`config.mk`:
```
export PLATFORM = sky130hd
export DESIGN_NAME = i2s_transmitter
export DESIGN_NICKNAME = d
export VERILOG_FILES = /design/src/rtl/i2s_pkg.sv /design/src/rtl/i2s_frame_fifo.sv /design/src/rtl/i2s_transmitter.sv
export SDC_FILE = /design/constraint.sdc
export NUM_CORES = 1
export LEC_CHECK = 0
export ABC_CLOCK_PERIOD_IN_PS = 2600
export CORE_ASPECT_RATIO = 0.75
export CORE_MARGIN = 10
export CORE_UTILIZATION = 40
export DETAILED_ROUTE_END_ITERATION = 12
export HOLD_SLACK_MARGIN = 0.1
export PLACE_DENSITY = 0.63
export SETUP_SLACK_MARGIN = 0.1
export SYNTH_ARGS = -nofsm -noshare
export SYNTH_HDL_FRONTEND = slang
export SYNTH_SLANG_ARGS = --single-unit
```
`constraint.sdc`:
```
create_clock -name MasterCLK -period 2.6 [get_ports MasterCLK]
set_input_delay 0.39 -clock MasterCLK [delete_from_list [all_inputs] [get_ports MasterCLK]]
set_output_delay 0.39 -clock MasterCLK [all_outputs]
set_load 0.02 [all_outputs]
```
`src/rtl/i2s_pkg.sv`:
```
// Shared constants, FSM state type and width helper for the I2S transmitter.
package i2s_pkg;

    localparam int unsigned MODE_I2S = 0;
    localparam int unsigned MODE_LJ  = 1;

    typedef enum logic [0:0] {
        StIdle,
        StRun
    } tx_state_e;

    // Ceiling log2; returns 0 for inputs of 0 or 1.
    function automatic int unsigned clog2(input int unsigned value);
        int unsigned result;
        result = 0;
        for (int unsigned i = 0; i < 32; i++) begin
            if ((32'd1 << i) < value) begin
                result = i + 1;
            end
        end
        return result;
    endfunction

endpackage

```
`src/rtl/i2s_frame_fifo.sv`:
```
// Synchronous stereo-frame FIFO. A full FIFO rejects pushes even when popped in the same
// cycle; a pop on an empty FIFO is ignored even if a push lands in the same cycle.
module i2s_frame_fifo
    import i2s_pkg::*;
#(
    parameter int unsigned WIDTH = 32,
    parameter int unsigned DEPTH = 4
) (
    input  logic                    clk,
    input  logic                    rst,
    input  logic                    push,
    input  logic                    pop,
    input  logic [WIDTH-1:0]        wdata,
    output logic [WIDTH-1:0]        rdata,
    output logic [clog2(DEPTH):0]   count,
    output logic                    full,
    output logic                    empty
);

    localparam int unsigned PtrW = clog2(DEPTH);

    logic [WIDTH-1:0] mem_q [DEPTH];
    logic [PtrW-1:0]  wr_ptr_q, wr_ptr_d;
    logic [PtrW-1:0]  rd_ptr_q, rd_ptr_d;
    logic [PtrW:0]    count_q, count_d;
    logic             push_ok;
    logic             pop_ok;

    assign full    = (count_q == (PtrW + 1)'(DEPTH));
    assign empty   = (count_q == '0);
    assign push_ok = push && !full;
    assign pop_ok  = pop && !empty;
    assign rdata   = mem_q[rd_ptr_q];
    assign count   = count_q;

    always_comb begin
        wr_ptr_d = wr_ptr_q;
        rd_ptr_d = rd_ptr_q;
        count_d  = count_q;
        if (push_ok) begin
            wr_ptr_d = wr_ptr_q + 1'b1;
        end
        if (pop_ok) begin
            rd_ptr_d = rd_ptr_q + 1'b1;
        end
        unique case ({push_ok, pop_ok})
            2'b10:   count_d = count_q + 1'b1;
            2'b01:   count_d = count_q - 1'b1;
            default: count_d = count_q;
        endcase
    end

    always_ff @(posedge clk or posedge rst) begin
        if (rst) begin
            wr_ptr_q <= '0;
            rd_ptr_q <= '0;
            count_q  <= '0;
        end else begin
            wr_ptr_q <= wr_ptr_d;
            rd_ptr_q <= rd_ptr_d;
            count_q  <= count_d;
        end
    end

    // Storage needs no reset: the pointers and count alone define what is valid.
    always_ff @(posedge clk) begin
        if (push_ok) begin
            mem_q[wr_ptr_q] <= wdata;
        end
    end

endmodule

```
`src/rtl/i2s_transmitter.sv`:
```
// Stereo I2S / left-justified transmitter with internal bit clock, word select and a
// frame FIFO between the sample source and the serialiser.
module i2s_transmitter
    import i2s_pkg::*;
#(
    parameter int unsigned DATA_W     = 16,
    parameter int unsigned SLOT_W     = 32,
    parameter int unsigned CLK_DIV    = 2,
    parameter int unsigned FIFO_DEPTH = 4,
    parameter int unsigned MODE       = 0
) (
    input  logic                        MasterCLK,
    input  logic                        Reset,
    input  logic                        Enable,
    input  logic [DATA_W-1:0]           InLeft,
    input  logic [DATA_W-1:0]           InRight,
    input  logic                        InValid,
    output logic                        InReady,
    output logic [clog2(FIFO_DEPTH):0]  Level,
    input  logic                        UnderrunClear,
    output logic                        Underrun,
    output logic                        SyncCLK,
    output logic                        I2S_CLK,
    output logic                        I2S_WS,
    output logic                        I2S_DATA
);

    localparam int unsigned BitW = clog2(2 * SLOT_W);
    localparam int unsigned DivW = (CLK_DIV > 1) ? clog2(CLK_DIV) : 1;
    localparam logic [BitW-1:0] BitMax = BitW'(2 * SLOT_W - 1);
    localparam logic [DivW-1:0] DivMax = DivW'(CLK_DIV - 1);

    tx_state_e           state_q, state_d;
    logic [DivW-1:0]     div_q, div_d;
    logic                bclk_q, bclk_d;
    logic [BitW-1:0]     bit_q, bit_d;
    logic [DATA_W-1:0]   left_q, left_d;
    logic [DATA_W-1:0]   right_q, right_d;
    logic                data_q, data_d;
    logic                ws_q, ws_d;
    logic                sync_q, sync_d;
    logic                underrun_q, underrun_d;

    logic                  load;
    logic                  underrun_set;
    logic                  fifo_pop;
    logic                  fifo_full;
    logic                  fifo_empty;
    logic [2*DATA_W-1:0]   fifo_rdata;
    logic [clog2(FIFO_DEPTH):0] fifo_count;

    i2s_frame_fifo #(
        .WIDTH (2 * DATA_W),
        .DEPTH (FIFO_DEPTH)
    ) u_fifo (
        .clk   (MasterCLK),
        .rst   (Reset),
        .push  (InValid),
        .pop   (fifo_pop),
        .wdata ({InLeft, InRight}),
        .rdata (fifo_rdata),
        .count (fifo_count),
        .full  (fifo_full),
        .empty (fifo_empty)
    );

    // Serial bit driven during bit period b of the frame; slot padding is zero.
    function automatic logic serial_bit(input logic [DATA_W-1:0] l,
                                        input logic [DATA_W-1:0] r,
                                        input logic [BitW-1:0]   b);
        int unsigned       bi;
        int unsigned       p;
        logic [DATA_W-1:0] s;
        bi = 32'(b);
        if (bi >= SLOT_W) begin
            s = r;
            p = bi - SLOT_W;
        end else begin
            s = l;
            p = bi;
        end
        s = s << p;
        return (p < DATA_W) ? s[DATA_W-1] : 1'b0;
    endfunction

    // I2S mode switches WS one bit period ahead of the channel boundary.
    function automatic logic ws_for(input logic [BitW-1:0] b);
        int unsigned bi;
        bi = 32'(b);
        if (MODE == MODE_LJ) begin
            return bi >= SLOT_W;
        end
        if (b == BitMax) begin
            return 1'b0;
        end
        return (bi + 1) >= SLOT_W;
    endfunction

    always_comb begin
        state_d      = state_q;
        div_d        = div_q;
        bclk_d       = bclk_q;
        bit_d        = bit_q;
        left_d       = left_q;
        right_d      = right_q;
        data_d       = data_q;
        ws_d         = ws_q;
        sync_d       = 1'b0;
        load         = 1'b0;
        fifo_pop     = 1'b0;
        underrun_set = 1'b0;

        unique case (state_q)
            StIdle: begin
                div_d  = '0;
                bclk_d = 1'b0;
                bit_d  = '0;
                data_d = 1'b0;
                ws_d   = 1'b0;
                if (Enable) begin
                    state_d = StRun;
                    load    = 1'b1;
                end
            end
            StRun: begin
                if (div_q == DivMax) begin
                    div_d  = '0;
                    bclk_d = ~bclk_q;
                    // Falling edge of the bit clock: advance to the next bit period.
                    if (bclk_q) begin
                        if (bit_q == BitMax) begin
                            bit_d = '0;
                            if (Enable) begin
                                load = 1'b1;
                            end else begin
                                state_d = StIdle;
                                data_d  = 1'b0;
                                ws_d    = 1'b0;
                            end
                        end else begin
                            bit_d  = bit_q + 1'b1;
                            data_d = serial_bit(left_q, right_q, bit_d);
                            ws_d   = ws_for(bit_d);
                        end
                    end
                end else begin
                    div_d = div_q + 1'b1;
                end
            end
            default: state_d = StIdle;
        endcase

        // Frame load: an empty FIFO still starts a frame, but of silence.
        if (load) begin
            fifo_pop     = 1'b1;
            underrun_set = fifo_empty;
            left_d       = fifo_empty ? '0 : fifo_rdata[2*DATA_W-1:DATA_W];
            right_d      = fifo_empty ? '0 : fifo_rdata[DATA_W-1:0];
            div_d        = '0;
            bclk_d       = 1'b0;
            bit_d        = '0;
            data_d       = serial_bit(left_d, right_d, '0);
            ws_d         = ws_for('0);
            sync_d       = 1'b1;
        end

        underrun_d = underrun_set | (underrun_q & ~UnderrunClear);
    end

    always_ff @(posedge MasterCLK or posedge Reset) begin
        if (Reset) begin
            state_q    <= StIdle;
            div_q      <= '0;
            bclk_q     <= 1'b0;
            bit_q      <= '0;
            left_q     <= '0;
            right_q    <= '0;
            data_q     <= 1'b0;
            ws_q       <= 1'b0;
            sync_q     <= 1'b0;
            underrun_q <= 1'b0;
        end else begin
            state_q    <= state_d;
            div_q      <= div_d;
            bclk_q     <= bclk_d;
            bit_q      <= bit_d;
            left_q     <= left_d;
            right_q    <= right_d;
            data_q     <= data_d;
            ws_q       <= ws_d;
            sync_q     <= sync_d;
            underrun_q <= underrun_d;
        end
    end

    assign InReady  = ~fifo_full;
    assign Level    = fifo_count;
    assign Underrun = underrun_q;
    assign SyncCLK  = sync_q;
    assign I2S_CLK  = bclk_q;
    assign I2S_WS   = ws_q;
    assign I2S_DATA = data_q;

endmodule

```
# Word-level counts from Yosys, hierarchy flattened
# Memory sizes are Yosys's and may differ from the RTL's.
# Index checks and enable logic that the tools add are counted.
# totals
ff_bits,52
ramBits,128
elab_cells,109
n_memories,1
# classes
n_addsub,8
magnitude_cmp,4
n_eq_ne,8
shifts,2
mux,59
bitwise,6
reduce_logical,8
# mem_list
name,words,word_bits,rd,rd_clocked_by_memory_dff,wr,line_no,rtl
u_fifo.mem_q,4,32,1,0,1,i2s_frame_fifo.sv:22,logic [WIDTH-1:0] mem_q [DEPTH];
# op_table
operator,count
two-way mux 32 bit,6
two-way mux 16 bit,8
"less-than comparator 32 x 5 -> 1 bit, second input constant",2
<< shifter 16 x 32 -> 16 bit,2
two-way mux 1 bit,33
two-way mux 6 bit,4
"equality test 6 bit, second input constant",2
one-hot mux 1 bit (2 select lines),6
one-hot mux 6 bit (2 select lines),1
"adder 6 x 1 -> 7 bit, second input constant",1
"greater-or-equal comparator 7 x 6 -> 1 bit, second input constant",1
"subtractor 6 x 6 -> 7 bit, second input constant",1
"adder 6 x 1 -> 6 bit, second input constant",1
"greater-or-equal comparator 6 bit, second input constant",1
"inequality test 3 x 1 -> 1 bit, second input constant",2
one-hot mux 3 bit (2 select lines),1
"adder 2 x 1 -> 2 bit, second input constant",2
"inequality test 4 bit, second input constant",1
NOT 1 bit,4
"adder 3 x 1 -> 3 bit, second input constant",1
"equality test 3 bit, second input constant",1
logical NOT 3 bit,1
AND reduction 3 bit,1
"subtractor 3 x 1 -> 3 bit, second input constant",1
other kinds (9),11

# Logic depth before layout (Yosys ltp)
# Gate-level depths: netlist of run 1.
# depth
word_depth,14
ltp_mapped,11

# By module
# From an unflattened synthesis of run 1, not the netlist that was laid out.
# unflattened
cells_unflattened,472
hier_area_um2,7682.4
# by_module_without_submodules
module,instances,cells_each,area_per_inst_um2,seq_area_each_um2
i2s_frame_fifo,1,206,5094.9,4018.9
i2s_transmitter,1,266,2587.5,1126.1

# Least setup slack after synthesis of run 1
# OpenSTA, ideal clock, no wires.
# synth_path
path_kind,reg-to-reg
start,register bit_q[1]
end,register u_fifo.count_q[2] (netlist: u_fifo.count[2])
setup_ps,80
arrival_ps,2438
setup_slack_ps,83
stages_incl_launch_ff,12
synth_period_minus_slack_ps,2517
path_cell_list,dfrtp_1 -> ha_1 -> nand4_1 -> o31ai_1 -> and3_1 -> clkbuf_1 -> ha_1 -> inv_1 -> fa_1 -> xor2_1 -> nor2_1 -> xor2_1
# synth_via
elab_chain_cells,9
word_cells_on_any_way,11
classes_between,3 x eq/ne; 6 x mux; 2 x reduce/logical
# synth_rtl
item,line_no,rtl
"start, declared",i2s_transmitter.sv:36,"logic [BitW-1:0] bit_q, bit_d;"
"start signal, assigned",i2s_transmitter.sv:186,bit_q <= bit_d;
equality test 6 bit (*),i2s_transmitter.sv:131,if (bit_q == BitMax) begin
two-way mux 1 bit (*),i2s_transmitter.sv:131,
two-way mux 1 bit (*),i2s_transmitter.sv:130,if (bclk_q) begin
two-way mux 1 bit (*),i2s_transmitter.sv:126,if (div_q == DivMax) begin
one-hot mux 1 bit (2 select lines) (*),i2s_transmitter.sv:113,unique case (state_q)
two-way mux 1 bit (*),i2s_transmitter.sv:154,if (load) begin
logical AND 1 bit (*),i2s_frame_fifo.sv:32,assign pop_ok = pop && !empty;
net u_fifo.pop_ok,i2s_frame_fifo.sv:27,logic pop_ok;
equality test 2 x 1 -> 1 bit or equality test 2 bit (tied branches),i2s_frame_fifo.sv:46,"unique case ({push_ok, pop_ok})"
one-hot mux 3 bit (2 select lines) or nonzero test 2 bit (tied branches),--,
"end signal, assigned",i2s_frame_fifo.sv:61,count_q <= count_d;
"end, declared",i2s_frame_fifo.sv:25,"logic [PtrW:0] count_q, count_d;"
# The timed path passes the listed nets; every way through them passes the cells marked *.
# A chain may end at the register's enable or synchronous reset.

# Final worst setup path of run 1
# layout_path
start,register bit_q[1]
end,register u_fifo.count_q[2] (netlist: u_fifo.count[2])
# layout_via
elab_chain_cells,9
word_cells_on_any_way,11
classes_between,3 x eq/ne; 6 x mux; 2 x reduce/logical
# layout_rtl
item,line_no
equality test 6 bit (*),i2s_transmitter.sv:131
two-way mux 1 bit (*),i2s_transmitter.sv:131
two-way mux 1 bit (*),i2s_transmitter.sv:130
two-way mux 1 bit (*),i2s_transmitter.sv:126
one-hot mux 1 bit (2 select lines) (*),i2s_transmitter.sv:113
two-way mux 1 bit (*),i2s_transmitter.sv:154
logical AND 1 bit (*),i2s_frame_fifo.sv:32
equality test 2 x 1 -> 1 bit or equality test 2 bit (tied branches),i2s_frame_fifo.sv:46
one-hot mux 3 bit (2 select lines) or nonzero test 2 bit (tied branches),--
# Every way passes the cells marked *; elsewhere a longest branch is shown, timed or not.

==> impl_metrics.env, run 1 <==
export IMPL_status="completed"
export IMPL_dieWidth_um=178
export IMPL_drt_total_wl_um=14800
export IMPL_slew_headroom=0.618
export IMPL_synth_nets=523
export IMPL_syn_inst=477
export IMPL_final_setup_tns_ns=0
export IMPL_dp_hpwl_um=9510
export IMPL_synth_edff_count=128
export IMPL_h_tree_depth=4
export IMPL_synth_area_leaders="edfxtp_1, dfrtp_1, mux4_2, nand2_1, o21ai_1"
export IMPL_drtPass1Iterations=4
export IMPL_synth_largest_area_cell="edfxtp_1"
export IMPL_cp_data_required_time_ns=2.95
export IMPL_antenna_found_initial=0
export IMPL_clockBufferDepth=2
export IMPL_tightest_slew_ns=0.572
export IMPL_fin_nets=578
export IMPL_timing_final_crit_share=0.891
export IMPL_setup_violations=0
export IMPL_grt_pass1_wl_um=23800
export IMPL_fin_crit_ns=2.32
export IMPL_path_clk_slew_ns=0.07
export IMPL_core_um2=18400
export IMPL_worst_setup_path_type="flip-flop to flip-flop"
export IMPL_port_buffers=45
export IMPL_final_layout_size_suffix_gt1_frac=0.191
export IMPL_irDropWorstVdd_v=0.000406
export IMPL_syn_to_final_growth_pct=18.4
export IMPL_cts_made_buffers=17
export IMPL_synth_area_per_cell_um2=15.6
export IMPL_p_seq_frac=0.525
export IMPL_first_global_vias=4234
export IMPL_grt_max_degree=41
export IMPL_dr_total_vias=4090
export IMPL_yosys_area_top_type_share=0.516
export IMPL_hold_buffers=0
export IMPL_drv_slew=0
export IMPL_initial_core_util=0.404
export IMPL_synthDistinctLibCells=55
export IMPL_hold_viol_final=0
export IMPL_combPwrFrac=0.143
export IMPL_die_h_um=138
export IMPL_switching_share=0.261
export IMPL_synth_area_um2=7440
export IMPL_antenna_left=0
export IMPL_die_area_um2=24500
export IMPL_finClkSkew_ns=0.0109
export IMPL_p_total_w=0.00699
export IMPL_rsz0062_at_grt="true"
export IMPL_fmax_ghz=0.432
export IMPL_async_reset_ff_frac=0.289
export IMPL_ys_flop_type="edfxtp_1"
export IMPL_endpoint_kind="flip-flop"
export IMPL_grtUsageTotal=0.126
export IMPL_ys_ff_latch=180
export IMPL_worstHoldPathType="primary input to async pin"
export IMPL_drc=0
export IMPL_grt_overflow=0
export IMPL_cts_root_buf="clkbuf_16"
export IMPL_n_antenna_cell=0
export IMPL_drt_iter0_drc=231
export IMPL_power_leakage_nw=3.18
export IMPL_ys_warn_count=0
export IMPL_gp_congestion=0.888
export IMPL_vias_per_cell=5.17
export IMPL_cts_tree="done"
export IMPL_drv_cap=0
export IMPL_p_int_w=0.00517
export IMPL_post_drt_wl_per_cell_um=18.7
export IMPL_worstPathMaxFanout=3
export IMPL_yosysSeqAreaShare=0.691
export IMPL_start_kind="flip-flop"
export IMPL_clkSinkCount=180
export IMPL_p_per_area_nw_per_um2=794
export IMPL_arrival_ns=2.66
export IMPL_insertion_delay_ns=0.43
export IMPL_p_clk_frac=0.332
export IMPL_rows=43
export IMPL_netSwitchingPower_w=0.00182
export IMPL_io_pins=46
## path summary, 6_finish.rpt
check                                  startpoint                        endpoint  slack [ns]  cells past startpoint
setup / recovery             bit_q[1]$_DFFE_PP0P_     u_fifo.count[2]$_DFFE_PP0P_        0.28                     10
hold reg to reg            left_q[15]$_DFFE_PP0P_          left_q[15]$_DFFE_PP0P_        0.48                      1
min in group MasterCLK     left_q[15]$_DFFE_PP0P_          left_q[15]$_DFFE_PP0P_        0.48                      1
hold / removal                              Reset                 div_q$_DFF_PP0_        0.34                      2
setup reg to reg             bit_q[1]$_DFFE_PP0P_     u_fifo.count[2]$_DFFE_PP0P_        0.28                     10
max in group asynchronous                   Reset  u_fifo.rd_ptr_q[0]$_DFFE_PP0P_        1.70                      3
## cell families after synthesis
group,share of synthesized area
mux,0.113
fa+ha+maj,0.0161
xor+xnor,0.0153
buf+inv,0.0287
flops,0.691
simple gates,0.0834
compound gates,0.0521
## synthesized netlist by cell type (4+ instances only)
master    number
edfxtp_1     128
nand2_1       78
dfrtp_1       52
mux4_2        33
o21ai_1       33
clkbuf_1      19
inv_1         10
ha_1           8
nor2_1         8
xnor2_1        8
and2_1         7
nor2b_1        7
and3_1         6
mux2i_1        6
nor3_1         6
nand3_1        5
xor2_1         5
a211oi_1       4
## metrics by stage
step	setup WS (ns)	cells	hold slack (ns)	util	cell area (um2)
finish	0.283	791	0.337	0.479	8810
global route	0.0868	791	0.379	0.479	8810
CTS	0.158	789	0.348	0.477	8780
detailed placement	0.195	758	0.473	0.448	8250
global placement	0.272	758	0.460	0.448	8250
floorplan	0.132	477	0.444	-	7450
## cell usage in the layout, fill, tap and decap left out, drive strengths merged, types with 2 or more instances in the layout
cell | Yosys | final
edfxtp | 128 | 128
nand2 | 80 | 80
dfrtp | 52 | 52
clkdlybuf4s50 | 0 | 45
o21ai | 36 | 36
mux4 | 33 | 33
buf | 7 | 19
clkbuf | 21 | 18
inv | 11 | 16
and2 | 9 | 9
nor2 | 8 | 8
xnor2 | 8 | 8
ha | 8 | 8
clkinv | 1 | 8
nor2b | 7 | 7
and3 | 7 | 7
nand3 | 7 | 7
nor3 | 6 | 6
mux2i | 6 | 6
xor2 | 5 | 5
a211oi | 4 | 4
a21oi | 3 | 3
nand2b | 3 | 3
o31ai | 3 | 3
mux2 | 3 | 3
a32oi | 2 | 2
o221ai | 2 | 2
a31oi | 2 | 2
o22ai | 2 | 2
## sequential cells by signal, indices dropped and copies added, names as in the netlist
signal           cells
u_fifo.mem_q       128
u_fifo.wr_ptr_q      2
u_fifo.rd_ptr_q      2
left_q              16
I2S_CLK              1
u_fifo.count         3
I2S_WS               1
Underrun             1
I2S_DATA             1
state_q              1
bit_q                6
SyncCLK              1
right_q             16
div_q                1
## cell type report
cell class | count | area, um2
fill | 1569 | 9590
sequential | 180 | 5150
multi-input combinational | 257 | 2110
timing repair buffer | 64 | 668
clock buffer | 18 | 429
tap | 247 | 309
clock inverter | 13 | 101
inverter | 12 | 46.3
## per-layer routing
metal	vias to the layer above	share of wire	track usage
met2	87	0.45	0.181
met1	2093	0.49	0.173
met5	-	0	0
li1	1895	-	-
met4	0	0.015	0.0595
met3	15	0.046	0.0332
## timing repair
| item | CTS | global route |
|---|---|---|
| resized for setup | 0 | 6 |
| buffers inserted | 0 | 2 |
| endpoints found under the setup margin | 0 | 1 |
## power by group through the flow
| stage | Sequential, W | Combinational, W | Clock, W |
|---|---|---|---|
| 3_3_place_gp | 0.00370 | 0.00100 | 0 |
| 6_report | 0.00367 | 0.00100 | 0.00232 |
| 4_1_cts | 0.00367 | 0.00103 | 0.00239 |
| 2_1_floorplan | 0.00373 | 0.000526 | 0 |
| 3_5_place_dp | 0.00373 | 0.00102 | 0 |
| 5_1_grt | 0.00370 | 0.00111 | 0.00250 |
## critical path, cell delays in order (launching register included)
cell	delay (ns)
dfrtp_2	0.40
ha_4	0.14
nand4_1	0.16
o31ai_2	0.29
and3_1	0.22
ha_2	0.19
inv_1	0.05
fa_2	0.33
xor2_1	0.15
nor2_1	0.14
xor2_1	0.15
No activity file was read; power rests on OpenSTA's default activity.
==> inputs of run 2 (changes only) <==
--- a/config.mk
+++ b/config.mk
@@ -15,4 +15,5 @@
 export SETUP_SLACK_MARGIN = 0.1
 export SYNTH_ARGS = -nofsm -noshare
 export SYNTH_HDL_FRONTEND = slang
+export SYNTH_HIERARCHICAL = 1
 export SYNTH_SLANG_ARGS = --single-unit
==> run 2 against run 1 <==
Power increased by 15%. Cell area up 2.4%. Clock power up 4%. Critical path depth increased by 3. Die area rose by 2.8%. Sequential cell count did not move. Core utilization grew 0.44 points. Register-to-register slack worse by 0.099 ns. Count of clock-buffer cells in the layout down 1. Synthesized area rose by 3.2%. Critical endpoint is now u_fifo/count[2]$_DFFE_PP0P_.
==> impl_metrics.env, run 2 <==
export IMPL_status="completed"
export IMPL_cp_cell_sequence="ha_4 > nand3_1 > o21a_1 > nor2_1 > nand2_2 > inv_2 > o31a_1 > ha_2 > inv_1 > fa_2 > xor2_1 > nor2_1 > xor2_1"
export IMPL_timing_final_crit_share=0.929
export IMPL_grtUsageTotal=0.125
export IMPL_syn_inst=472
export IMPL_top_register="u_fifo/mem_q"
export IMPL_synth_area_mux_share=0.103
export IMPL_clkSinkCount=180
export IMPL_rows=43
export IMPL_synth_edff_count=128
export IMPL_final_common_cell="edfxtp_1"
export IMPL_power_leakage_nw=3.55
export IMPL_synth_simple_gate_area_share=0.0910
export IMPL_drv_cap=0
export IMPL_drv_slew=0
export IMPL_rsz0062_at_grt="true"
export IMPL_synth_most_common_cell="edfxtp_1"
export IMPL_final_layout_size_suffix_gt1_frac=0.192
export IMPL_setup_violations=0
export IMPL_insertion_delay_ns=0.43
export IMPL_syn_to_final_growth_pct=17.4
export IMPL_antenna_found_initial=0
export IMPL_crit_family="adder cells"
export IMPL_critPathBufInv=2
export IMPL_synth_compound_area_share=0.0694
export IMPL_fmax_ghz=0.414
export IMPL_ys_ff_latch=180
export IMPL_io_pins=46
export IMPL_core_um2=18700
export IMPL_drtPass1Iterations=4
export IMPL_h_tree_depth=4
export IMPL_grt_overflow=0
export IMPL_finish_utilization=0.483
export IMPL_combPwrFrac=0.222
export IMPL_switching_share=0.299
export IMPL_cp_data_required_time_ns=2.95
export IMPL_final_cells=789
export IMPL_gp_congestion=0.878
export IMPL_netSwitchingPower_w=0.00240
export IMPL_async_reset_ff_frac=0.289
export IMPL_dp_hpwl_um=10000
export IMPL_post_drt_wl_per_cell_um=19.3
export IMPL_final_cell_mix="edfxtp_1, dfrtp_1, clkdlybuf4s50_1"
export IMPL_finClkSkew_ns=0.00925
export IMPL_endpoint_kind="flip-flop"
export IMPL_die_h_um=140
export IMPL_path_clk_slew_ns=0.07
export IMPL_yosysSeqAreaShare=0.670
export IMPL_cts_tree="done"
export IMPL_crit_path_top_delay_cell="dfrtp_2"
export IMPL_synth_xor_area_frac=0.0125
export IMPL_start_kind="flip-flop"
export IMPL_p_clk_frac=0.301
export IMPL_worst_setup_path_type="flip-flop to flip-flop"
export IMPL_grt_pass1_wl_um=24900
export IMPL_cts_made_buffers=17
export IMPL_hold_viol_final=0
export IMPL_grt_max_degree=35
export IMPL_dr_total_vias=4226
export IMPL_p_seq_frac=0.477
export IMPL_port_buffers=45
export IMPL_arrival_ns=2.77
export IMPL_place_inst=754
export IMPL_n_antenna_cell=0
export IMPL_first_global_vias=4493
export IMPL_reg_largest_list="u_fifo/mem_q: 128 flops, left_q: 16 flops, right_q: 16 flops"
export IMPL_synth_nets=518
export IMPL_worstPathMaxFanout=5
export IMPL_hold_buffers=0
export IMPL_cts_root_buf="clkbuf_16"
export IMPL_yosys_area_top_type_share=0.500
export IMPL_final_setup_tns_ns=0
export IMPL_antenna_left=0
export IMPL_synthDistinctLibCells=58
export IMPL_slew_headroom=0.395
export IMPL_slowest_delay_ns=0.41
export IMPL_vias_per_cell=5.36
export IMPL_synth_top_family_by_area="multiplexers"
export IMPL_irDropWorstVdd_v=0.000447
export IMPL_p_int_w=0.00563
export IMPL_drc=0
export IMPL_drt_iter0_drc=286
export IMPL_synth_fa_ha_area_frac=0.0156
export IMPL_clockBufferDepth=2
export IMPL_synth_area_leaders="edfxtp_1, dfrtp_1, mux4_2, a21o_1, and3_1"
export IMPL_fin_nets=575
export IMPL_dieWidth_um=180
export IMPL_largest_register_ffs=128
export IMPL_ys_warn_count=6
export IMPL_initial_core_util=0.412
export IMPL_worstHoldPathType="primary input to async pin"
export IMPL_synth_area_um2=7680
export IMPL_synth_area_per_cell_um2=16.3
export IMPL_tightest_slew_ns=0.906
export IMPL_p_total_w=0.00803
export IMPL_yosys_top_cells_count="edfxtp_1, dfrtp_1, a21o_1, and3_1, mux4_2"
export IMPL_die_area_um2=25200
export IMPL_p_per_area_nw_per_um2=890
export IMPL_drt_total_wl_um=15200
export IMPL_fin_crit_ns=2.42
export IMPL_synth_largest_area_cell="edfxtp_1"
export IMPL_ys_flop_type="edfxtp_1"
export IMPL_n_fill_cell=1580
-- run 2: stage by stage --
step | setup slack (ns) | hold WS, ns | instance area [um2]
after global routing | 0.0440 | 0.310 | 9020
after global placement | 0.219 | 0.466 | 8430
final | 0.185 | 0.298 | 9020
after detailed placement | 0.143 | 0.465 | 8430
after CTS | 0.109 | 0.295 | 9000
after floorplan | 0.118 | 0.193 | 7710
-- run 2: repair_timing --
item | CTS | global route
resized for setup | 0 | 1
setup buffers | 0 | 3
setup endpoints to repair | 0 | 2
-- run 2: metal layers --
metal  track usage  vias up  share of wire
met5             0        -              0
met3        0.0306       21          0.048
met2         0.193      102           0.46
met4        0.0482        0          0.018
met1         0.168     2154           0.47
li1              -     1949              -
-- run 2: path summary, 6_finish.rpt --
| kind | startpoint | to | slack (ns) | cells after the start |
|---|---|---|---|---|
| worst min-delay path | Reset | u_fifo/wr_ptr_q[1]$_DFFE_PP0P_ | 0.30 | 2 |
| worst max register to register | bit_q[1]$_DFFE_PP0P_ | u_fifo/count[2]$_DFFE_PP0P_ | 0.18 | 13 |
| min in group MasterCLK | left_q[15]$_DFFE_PP0P_ | left_q[15]$_DFFE_PP0P_ | 0.48 | 1 |
| max in group asynchronous | Reset | right_q[7]$_DFFE_PP0P_ | 1.69 | 3 |
| worst max-delay path | bit_q[1]$_DFFE_PP0P_ | u_fifo/count[2]$_DFFE_PP0P_ | 0.18 | 13 |
| worst min register to register | left_q[15]$_DFFE_PP0P_ | left_q[15]$_DFFE_PP0P_ | 0.48 | 1 |
-- run 2: area by class of cell --
cell class / count / area, um2 / share of cell area
clock buffers: 17 / 425 / 0.0472
clock inverters: 15 / 140 / 0.0155
inverters: 14 / 52.6 / 0.00583
multi-input cells: 250 / 2260 / 0.251
flip-flops and latches: 180 / 5150 / 0.571
well taps: 247 / 309 / 0.0343
repair buffers: 66 / 683 / 0.0757
-- run 2: power by group through the flow --
stage	logic (W)	clock network (W)	registers, W
after floorplan	0.00111	0	0.00390
after global placement	0.00171	0	0.00387
after detailed placement	0.00174	0	0.00391
after CTS	0.00175	0.00248	0.00385
after global routing	0.00194	0.00261	0.00388
final	0.00178	0.00242	0.00383
-- run 2: kinds of logic after synthesis --
logic type | Yosys count
and+or+nand+nor | 119
muxes | 37
DFF | 180
AOI/OAI and AO/OA | 74
xor gates and xnor gates | 11
buffers and inverters | 42
adders and majority gates | 9
